File: src/rtl/mem_port_arbiter_if.sv
// Shared-memory-port bundle between the hart requesters, the arbiter and the memory.
// The package carries the store width type used by both requester and memory sides.
package mem_port_arbiter_pkg;
  typedef enum logic [1:0] {
    write_byte = 2'd0,
    write_half = 2'd1,
    write_word = 2'd2
  } write_width_t;
endpackage

interface mem_port_arbiter_if #(
  parameter int XLEN = 32
);
  import mem_port_arbiter_pkg::*;

  logic            if_req;
  logic [XLEN-1:0] if_addr;
  logic            if_gnt;
  logic            if_r_valid;
  logic [XLEN-1:0] if_r_data;

  logic            d_req;
  logic            d_we;
  logic [XLEN-1:0] d_addr;
  logic [XLEN-1:0] d_w_data;
  write_width_t    d_w_width;
  logic            d_gnt;
  logic            d_done;
  logic [XLEN-1:0] d_r_data;

  logic [XLEN-1:0] mem_addr;
  logic            mem_w_enable;
  logic [XLEN-1:0] mem_w_data;
  write_width_t    mem_w_width;
  logic [XLEN-1:0] mem_r_data;
  logic            mmio_write_complete;

  modport slave (
    input  if_req, if_addr, d_req, d_we, d_addr, d_w_data, d_w_width,
           mem_r_data, mmio_write_complete,
    output if_gnt, if_r_valid, if_r_data, d_gnt, d_done, d_r_data,
           mem_addr, mem_w_enable, mem_w_data, mem_w_width
  );

  modport master (
    output if_req, if_addr, d_req, d_we, d_addr, d_w_data, d_w_width,
           mem_r_data, mmio_write_complete,
    input  if_gnt, if_r_valid, if_r_data, d_gnt, d_done, d_r_data,
           mem_addr, mem_w_enable, mem_w_data, mem_w_width
  );
endinterface

File: src/rtl/mem_port_arbiter.sv
// Round-robin sharing of one synchronous-read memory port between instruction fetch
// and load/store, with a stall on MMIO writes until the device acknowledges them.
module mem_port_arbiter
  import mem_port_arbiter_pkg::*;
#(
  parameter int              XLEN            = 32,
  parameter logic [XLEN-1:0] mmio_start_addr = 32'h0003_0000
) (
  input  logic              clock,
  input  logic              reset,
  mem_port_arbiter_if.slave bus
);

  typedef enum logic [1:0] {IDLE, RESP, MMIO_WAIT} state_t;
  typedef enum logic {OWNER_IF, OWNER_D} owner_t;

  state_t          state;
  owner_t          last_grant;
  owner_t          resp_owner;
  logic [XLEN-1:0] mmio_addr_p1;

  logic can_grant;
  logic gnt_if;
  logic gnt_d;
  logic d_is_mmio_wr;

  // Grant stage: the winner drives the memory port combinationally this cycle
  always_comb begin
    can_grant    = !reset && (state != MMIO_WAIT);
    gnt_if       = can_grant && bus.if_req && (!bus.d_req || last_grant == OWNER_D);
    gnt_d        = can_grant && bus.d_req && !gnt_if;
    d_is_mmio_wr = bus.d_we && (bus.d_addr >= mmio_start_addr);

    bus.if_gnt       = gnt_if;
    bus.d_gnt        = gnt_d;
    bus.mem_addr     = '0;
    bus.mem_w_enable = 1'b0;
    bus.mem_w_data   = '0;
    bus.mem_w_width  = write_word;
    if (gnt_if) begin
      bus.mem_addr = bus.if_addr;
    end else if (gnt_d) begin
      bus.mem_addr     = bus.d_addr;
      bus.mem_w_enable = bus.d_we;
      bus.mem_w_data   = bus.d_w_data;
      bus.mem_w_width  = bus.d_w_width;
    end else if (!reset && state == MMIO_WAIT) begin
      bus.mem_addr = mmio_addr_p1;
    end
  end

  // Response stage: read data arrives one cycle after its address
  always_comb begin
    bus.if_r_valid = !reset && (state == RESP) && (resp_owner == OWNER_IF);
    bus.d_done     = !reset && (state == RESP) && (resp_owner == OWNER_D);
    bus.if_r_data  = bus.if_r_valid ? bus.mem_r_data : '0;
    bus.d_r_data   = bus.d_done ? bus.mem_r_data : '0;
  end

  always_ff @(posedge clock) begin
    if (reset) begin
      state      <= IDLE;
      last_grant <= OWNER_D;
      resp_owner <= OWNER_D;
    end else begin
      unique case (state)
        IDLE, RESP: begin
          if (gnt_if) begin
            last_grant <= OWNER_IF;
            resp_owner <= OWNER_IF;
            state      <= RESP;
          end else if (gnt_d) begin
            last_grant <= OWNER_D;
            resp_owner <= OWNER_D;
            state      <= d_is_mmio_wr ? MMIO_WAIT : RESP;
          end else begin
            state <= IDLE;
          end
        end
        MMIO_WAIT: begin
          if (bus.mmio_write_complete) begin
            resp_owner <= OWNER_D;
            state      <= RESP;
          end
        end
        default: state <= IDLE;
      endcase
    end
  end

  // The MMIO address stays on the port for the whole wait
  always_ff @(posedge clock) begin
    if (gnt_d) mmio_addr_p1 <= bus.d_addr;
  end

endmodule

File: src/flat_wrapper.sv
// flat-port wrapper written by rule: the top's interface ports become plain ports
module mem_port_arbiter_flat import mem_port_arbiter_pkg::*;
#(
  parameter int              XLEN            = 32,
  parameter logic [XLEN-1:0] mmio_start_addr = 32'h0003_0000
)
  (clock, reset, bus_if_req, bus_if_addr, bus_d_req, bus_d_we, bus_d_addr, bus_d_w_data, bus_d_w_width, bus_mem_r_data, bus_mmio_write_complete, bus_if_gnt, bus_if_r_valid, bus_if_r_data, bus_d_gnt, bus_d_done, bus_d_r_data, bus_mem_addr, bus_mem_w_enable, bus_mem_w_data, bus_mem_w_width);
  mem_port_arbiter_if #(.XLEN(XLEN)) bus_i ();
  input  logic clock;
  input  logic reset;
  input wire logic [$bits(bus_i.if_req)-1:0] bus_if_req;
  input wire logic [$bits(bus_i.if_addr)-1:0] bus_if_addr;
  input wire logic [$bits(bus_i.d_req)-1:0] bus_d_req;
  input wire logic [$bits(bus_i.d_we)-1:0] bus_d_we;
  input wire logic [$bits(bus_i.d_addr)-1:0] bus_d_addr;
  input wire logic [$bits(bus_i.d_w_data)-1:0] bus_d_w_data;
  input wire logic [$bits(bus_i.d_w_width)-1:0] bus_d_w_width;
  input wire logic [$bits(bus_i.mem_r_data)-1:0] bus_mem_r_data;
  input wire logic [$bits(bus_i.mmio_write_complete)-1:0] bus_mmio_write_complete;
  output wire logic [$bits(bus_i.if_gnt)-1:0] bus_if_gnt;
  output wire logic [$bits(bus_i.if_r_valid)-1:0] bus_if_r_valid;
  output wire logic [$bits(bus_i.if_r_data)-1:0] bus_if_r_data;
  output wire logic [$bits(bus_i.d_gnt)-1:0] bus_d_gnt;
  output wire logic [$bits(bus_i.d_done)-1:0] bus_d_done;
  output wire logic [$bits(bus_i.d_r_data)-1:0] bus_d_r_data;
  output wire logic [$bits(bus_i.mem_addr)-1:0] bus_mem_addr;
  output wire logic [$bits(bus_i.mem_w_enable)-1:0] bus_mem_w_enable;
  output wire logic [$bits(bus_i.mem_w_data)-1:0] bus_mem_w_data;
  output wire logic [$bits(bus_i.mem_w_width)-1:0] bus_mem_w_width;
  assign bus_i.if_req = bus_if_req;
  assign bus_i.if_addr = bus_if_addr;
  assign bus_i.d_req = bus_d_req;
  assign bus_i.d_we = bus_d_we;
  assign bus_i.d_addr = bus_d_addr;
  assign bus_i.d_w_data = bus_d_w_data;
  assign bus_i.d_w_width = bus_d_w_width;
  assign bus_i.mem_r_data = bus_mem_r_data;
  assign bus_i.mmio_write_complete = bus_mmio_write_complete;
  assign bus_if_gnt = bus_i.if_gnt;
  assign bus_if_r_valid = bus_i.if_r_valid;
  assign bus_if_r_data = bus_i.if_r_data;
  assign bus_d_gnt = bus_i.d_gnt;
  assign bus_d_done = bus_i.d_done;
  assign bus_d_r_data = bus_i.d_r_data;
  assign bus_mem_addr = bus_i.mem_addr;
  assign bus_mem_w_enable = bus_i.mem_w_enable;
  assign bus_mem_w_data = bus_i.mem_w_data;
  assign bus_mem_w_width = bus_i.mem_w_width;
  mem_port_arbiter #(.XLEN(XLEN), .mmio_start_addr(mmio_start_addr)) u_core (.clock(clock), .reset(reset), .bus(bus_i));
endmodule
File: config.mk
export PLATFORM = sky130hd
export DESIGN_NAME = mem_port_arbiter_flat
export DESIGN_NICKNAME = d
export VERILOG_FILES = /design/src/rtl/mem_port_arbiter_if.sv /design/src/rtl/mem_port_arbiter.sv /design/src/flat_wrapper.sv
export SDC_FILE = /design/constraint.sdc
export NUM_CORES = 1
export LEC_CHECK = 0
export CORE_AREA = 2 2 106 108
export CTS_CLUSTER_DIAMETER = 40
export DETAILED_ROUTE_END_ITERATION = 7
export DIE_AREA = 0 0 108 110
export PLACE_DENSITY = 0.77
export SETUP_SLACK_MARGIN = 0.15
export SYNTH_ARGS = -nofsm -noshare
export SYNTH_HDL_FRONTEND = slang
export SYNTH_SLANG_ARGS = --single-unit
export TNS_END_PERCENT = 5
File: constraint.sdc
create_clock -name clock -period 4.38 [get_ports clock]
set_input_delay 0.438 -clock clock [delete_from_list [all_inputs] [get_ports clock]]
set_output_delay 0.438 -clock clock [all_outputs]
set_load 0.005 [all_outputs]
==> results_dict.tcl, run 1 <==
set metrics [dict create \
    drc 0 \
    clockBufferDepth 2 \
    grt_max_degree 80 \
    area_growth_pct 114.3 \
    grt_pass1_vias 2802 \
    grtUsageTotal_pct 15.75 \
    fin_crit_sh_pct 79.20 \
    grt_pass1_wl_mm 14.77 \
    routedWlPerCell_um 15.99 \
    clockRootBuffer "clkbuf_8" \
    crit_chain "clkdlybuf4s50_1 -> inv_2 -> and4_4 -> a221o_1 -> clkdlybuf4s50_1" \
    report.final.slew_viol_count 0 \
    synth_top_area_share_pct 38.38 \
    fillers 990 \
    cp_slowest_cell "and4_4" \
    cts_setup_buffers 0 \
    viasPerCell 4.536 \
    worst_setup_path_end_kind "output port" \
    status "finished, final reports clean" \
    cts_hold_buf 0 \
    fmax_ghz 0.2883 \
    max_stage_delay_ps 790 \
    clk_latency_ps 280 \
    synth.avg_cell_area_um2 9.896 \
    relSlewSlack_pct 32.95 \
    gr-total-overflow 0 \
    yosys-top-cells-area "edfxtp_1 (38%), and2_1 (24%), a221o_1 (13%)" \
    routed_wl_mm 10.38 \
    power_uw 953.6 \
    setup-violations-final 0 \
    drt_iter0_drc 146 \
    p_leak_uw 0.002049 \
    cts_buffers 5 \
    drive_gt1_share_pct 2.554 \
    die_w_um 108 \
    numClockSinks 36 \
    die_h_um 110 \
    seq_area_frac_synth_pct 41.58 \
    io_buffers 270 \
    nNetsFinal 645 \
    synth_seq_cells 36 \
    cts_tree "yes" \
    dpl.hpwl_mm 8.250 \
    crit_fanout 79 \
    r2r_cells 3 \
    first_pass_iters 4 \
    start_kind "input port" \
    synth_cell_types 29 \
    yosysWarnings 0 \
    async_flop_share_pct 0 \
    synth.most_common_cell "and2_1" \
    multiInputGateArea_um2 1338 \
    power_density_nw_per_um2 177.7 \
    yosys.area.top_type "edfxtp_1" \
    crit_arrival_ps 3030 \
    worstSetupPathType "input port to output port" \
    yosys-top-cells-count "and2_1 (98), a221o_1 (33), and3_1 (33)" \
    cts_max_level 2 \
    required_ps 3940 \
    antenna_found_initial 0 \
    detail-route-antenna-nets 0 \
    crit_top_cell "clkdlybuf4s50_1" \
    rows 38 \
    rsz0062_at_grt "false" \
    period_needed_ps 3469 \
    antenna_cells 0 \
    vias 2944 \
    tns_ps 0 \
    worst_pin_slew_ps 1001 \
    synth_edf_count 32 \
    start_util_pct 23.40 \
    coreArea_um2 10700 \
    synth_area_um2 2504 \
    ctsResizeCount 0 \
    die-area_um2 11880 \
    cap_violations 0 \
    ys.flop_type "edfxtp_1" \
    whs_path_depth 2 \
    ioPinCount 271 \
    worstHoldPathType "flip-flop to flip-flop" \
    cts.reportedPaths.clkPinSlew_ps 70 \
    syn-num-nets 389 \
    netlist_instances 253 \
    ff_latch_area_um2 1041 \
    skew_ps 9.114 \
    finalHoldViolations 0 \
    globalplace.congestion 0.7464 \
    peakVddDrop_mv 0.1400 \
]
[power breakdown]
| group | internal, µW | switching [µW] | total, µW |
|---|---|---|---|
| Combinational | 234 | 110 | 344 |
| Sequential | 390 | 5.71 | 396 |
| Clock | 105 | 108 | 213 |
| Total | 730 | 224 | 954 |
[state kept, by name, indices dropped and copies added, names as in the netlist]
name,flops
u_core.mmio_addr_p1,32
u_core.state,2
u_core.last_grant,1
u_core.resp_owner,1
[cells in the final DEF (no fill, tap or decap)]
| cell type | Yosys | final |
|---|---|---|
| clkbuf_8 | 0 | 5 |
| and2_1 | 98 | 98 |
| buf_4 | 0 | 3 |
| nor4_1 | 3 | 3 |
| edfxtp_1 | 32 | 32 |
| a21oi_1 | 1 | 1 |
| nor4bb_1 | 1 | 1 |
| and4_1 | 2 | 1 |
| a21o_1 | 1 | 1 |
| dfxtp_1 | 4 | 4 |
| nor2_1 | 2 | 2 |
| and3_1 | 33 | 33 |
| a221o_1 | 33 | 33 |
| a41o_1 | 1 | 1 |
| nor3_1 | 1 | 1 |
| nand4_1 | 2 | 2 |
| a211oi_1 | 1 | 1 |
| inv_2 | 1 | 1 |
| nand2b_1 | 3 | 3 |
| nand2_1 | 2 | 2 |
| and4_4 | 0 | 1 |
| o21ai_0 | 1 | 1 |
| o211ai_1 | 1 | 1 |
| or2_2 | 1 | 1 |
| clkdlybuf4s50_1 | 0 | 270 |
| a31oi_1 | 1 | 1 |
| inv_1 | 2 | 2 |
| clkinv_1 | 0 | 2 |
| nor2b_2 | 0 | 1 |
| nor4b_4 | 0 | 1 |
[stage by stage]
| stage | setup slack, ps | utilization (%) | cells | hold slack [ps] | instance area [µm²] |
|---|---|---|---|---|---|
| after floorplan | 1808 | - | 253 | 507.2 | 2504 |
| after global placement | 940.3 | 49.45 | 642 | 532.8 | 5290 |
| after detailed placement | 851.1 | 49.45 | 642 | 543.1 | 5290 |
| after CTS | 847.0 | 50.16 | 649 | 559.9 | 5366 |
| after global routing | 690.4 | 50.16 | 649 | 593.2 | 5366 |
| final | 911.2 | 50.16 | 649 | 563.5 | 5366 |
[worst max-delay path: cells and delay by family]
family / cells / cell delay (ps)
compound gates: 1 / 280
buf+inv: 3 / 1460
simple gates: 1 / 790
[logic make-up after synthesis]
logic type / Yosys count / share of synthesized area [%]
AND/OR/NAND/NOR: 150 / 37.73
buffers and inverters: 27 / 5.547
flip-flops: 36 / 41.58
AO/OA/AOI/OAI: 40 / 15.14
[final timing paths]
kind | startpoint | endpoint | slack, ps
worst max register to register | u_core.state[0] | u_core.mmio_addr_p1[5] | 2250
worst min register to register | u_core.last_grant | u_core.last_grant | 560
worst min-delay path | u_core.last_grant | u_core.last_grant | 560
worst max-delay path | reset | bus_mem_addr[15] | 910
[layout make-up]
type / count / area share [%]
tap: 140 / 3.264
multi-input combinational: 190 / 24.92
clock buffer: 5 / 1.282
clock inverter: 2 / 0.1399
timing repair buffer: 273 / 50.78
sequential: 36 / 19.40
inverter: 3 / 0.2098
[layer usage]
layer  vias to the layer above  GRT usage [%]  share of wire [%]
met1                      1354          18.25                 38
met3                         2          3.762                8.2
met2                       143          30.46                 53
li1                       1445              -                  -
met4                         0          1.374               0.21
met5                         -              0                  0
Note: power is estimated with default switching activity, not from simulation.
==> inputs of run 2 (changes only) <==
- CORE_AREA: 2 2 106 108 -> 2 2 105 107
- DIE_AREA: 0 0 108 110 -> 0 0 107 109
- PLACE_DENSITY: 0.77 -> 0.78
- clock period: 4.38 -> 3.5 ns (I/O delays scaled with it)
==> run 2 against run 1 <==
Power grew 35%. Combinational power grew 28%. Utilization grew 1.3 points. Clock power grew 65%. Sequential power grew 25%. Hold slack gained 26 ps. Sequential share of layout area shrank 0.31 points. Via count grew 2.5%.
==> results_dict.tcl, run 2 (synthesized netlist as in run 1, its figures left out) <==
set metrics [dict create \
    peakVddDrop_mv 0.2138 \
    cts_tree "yes" \
    tns_ps 0 \
    fillers 968 \
    period_needed_ps 2825 \
    worstSetupPathType "input port to output port" \
    start_util_pct 23.61 \
    detail-route-antenna-nets 0 \
    nNetsFinal 649 \
    power_density_nw_per_um2 236.2 \
    grtUsageTotal_pct 16.25 \
    ioPinCount 271 \
    required_ps 3150 \
    finalHoldViolations 0 \
    start_kind "input port" \
    dpl.hpwl_mm 8.378 \
    ff_latch_area_um2 1041 \
    relSlewSlack_pct 75.65 \
    final_cell_mix "clkdlybuf4s50_1 (270), and2_1 (98), and3_1 (33), a221o_1 (33), edfxtp_1 (32)" \
    rsz0062_at_grt "false" \
    die_h_um 109 \
    drc 0 \
    area_growth_pct 117.8 \
    ctsResizeCount 0 \
    rows 38 \
    grt_max_degree 40 \
    skew_ps 10.45 \
    drive_gt1_share_pct 3.696 \
    first_pass_iters 4 \
    clk_latency_ps 280 \
    timing.hold.ws_ps 589.9 \
    die_w_um 107 \
    cts_max_level 2 \
    clockRootBuffer "clkbuf_8" \
    top_regs "u_core.mmio_addr_p1 (32), u_core.state (2)" \
    p_leak_uw 0.002092 \
    cts_buffers 5 \
    gr-total-overflow 0 \
    final_common_cell "clkdlybuf4s50_1" \
    antenna_found_initial 0 \
    drt_iter0_drc 159 \
    largest-register "u_core.mmio_addr_p1" \
    clockBufferDepth 2 \
    grt_pass1_wl_mm 15.05 \
    routedWlPerCell_um 16.05 \
    cts.reportedPaths.clkPinSlew_ps 70 \
    fin_cells 654 \
    numClockSinks 36 \
    setup-violations-final 0 \
    cts_hold_buf 0 \
    die-area_um2 11660 \
    coreArea_um2 10600 \
    antenna_cells 0 \
    cts_setup_buffers 0 \
    cap_violations 0 \
    report.final.slew_viol_count 0 \
    crit_fanout 39 \
    worst_pin_slew_ps 365.3 \
    placed_cells 646 \
    routed_wl_mm 10.50 \
    multiInputGateArea_um2 1338 \
    largest_reg_flops 32 \
    globalplace.congestion 0.8075 \
    status "finished, final reports clean" \
    fmax_ghz 0.3539 \
    grt_pass1_vias 2982 \
    vias 3019 \
    worstHoldPathType "flip-flop to flip-flop" \
    fin_crit_sh_pct 80.72 \
    viasPerCell 4.616 \
    crit_arrival_ps 2480 \
    worst_setup_path_end_kind "output port" \
    io_buffers 270 \
]
run 2: cell type report:
class,instances,area share [%]
flip-flops and latches,36,19.09
clock buffers,6,1.331
repair buffers,277,50.99
multi-input cells,190,24.53
well taps,140,3.212
clock inverters,2,0.6425
inverters,3,0.2065
run 2: critical path, stage by stage:
cell	delay (ps)
clkdlybuf4s50_1	550
inv_2	150
and4_4	460
buf_12	250
a221o_1	170
clkdlybuf4s50_1	520
run 2: final timing paths:
path | start | to | slack (ps) | depth (start not counted)
max | reset | bus_mem_addr[21] | 670 | 6
min | u_core.last_grant | u_core.last_grant | 590 | 2
max reg2reg | u_core.state[0] | u_core.mmio_addr_p1[25] | 1860 | 3
min reg2reg | u_core.last_grant | u_core.last_grant | 590 | 2
run 2: power by group:
group | switching (µW) | internal [µW]
clock network | 141 | 211
registers | 7.06 | 488
logic | 141 | 300
run 2: metal layers:
layer / share of wire [%] / vias to the layer above / GRT usage [%]
li1: - / 1453 / -
met1: 41 / 1437 / 19.32
met2: 52 / 125 / 30.35
met3: 6.6 / 4 / 4.005
met4: 0.42 / 0 / 2.134
met5: 0 / - / 0
run 2: per-stage QoR:
step | setup WS (ps) | power, µW | util [%] | instance area, µm²
2_1_floorplan | 1049 | 624.6 | - | 2504
3_3_place_gp | 720.4 | 938.7 | 50.41 | 5345
3_5_place_dp | 641.7 | 947.0 | 50.41 | 5345
4_1_cts | 647.7 | 1308 | 51.43 | 5453
5_1_grt | 498.1 | 1351 | 51.43 | 5453
6_report | 674.7 | 1288 | 51.43 | 5453
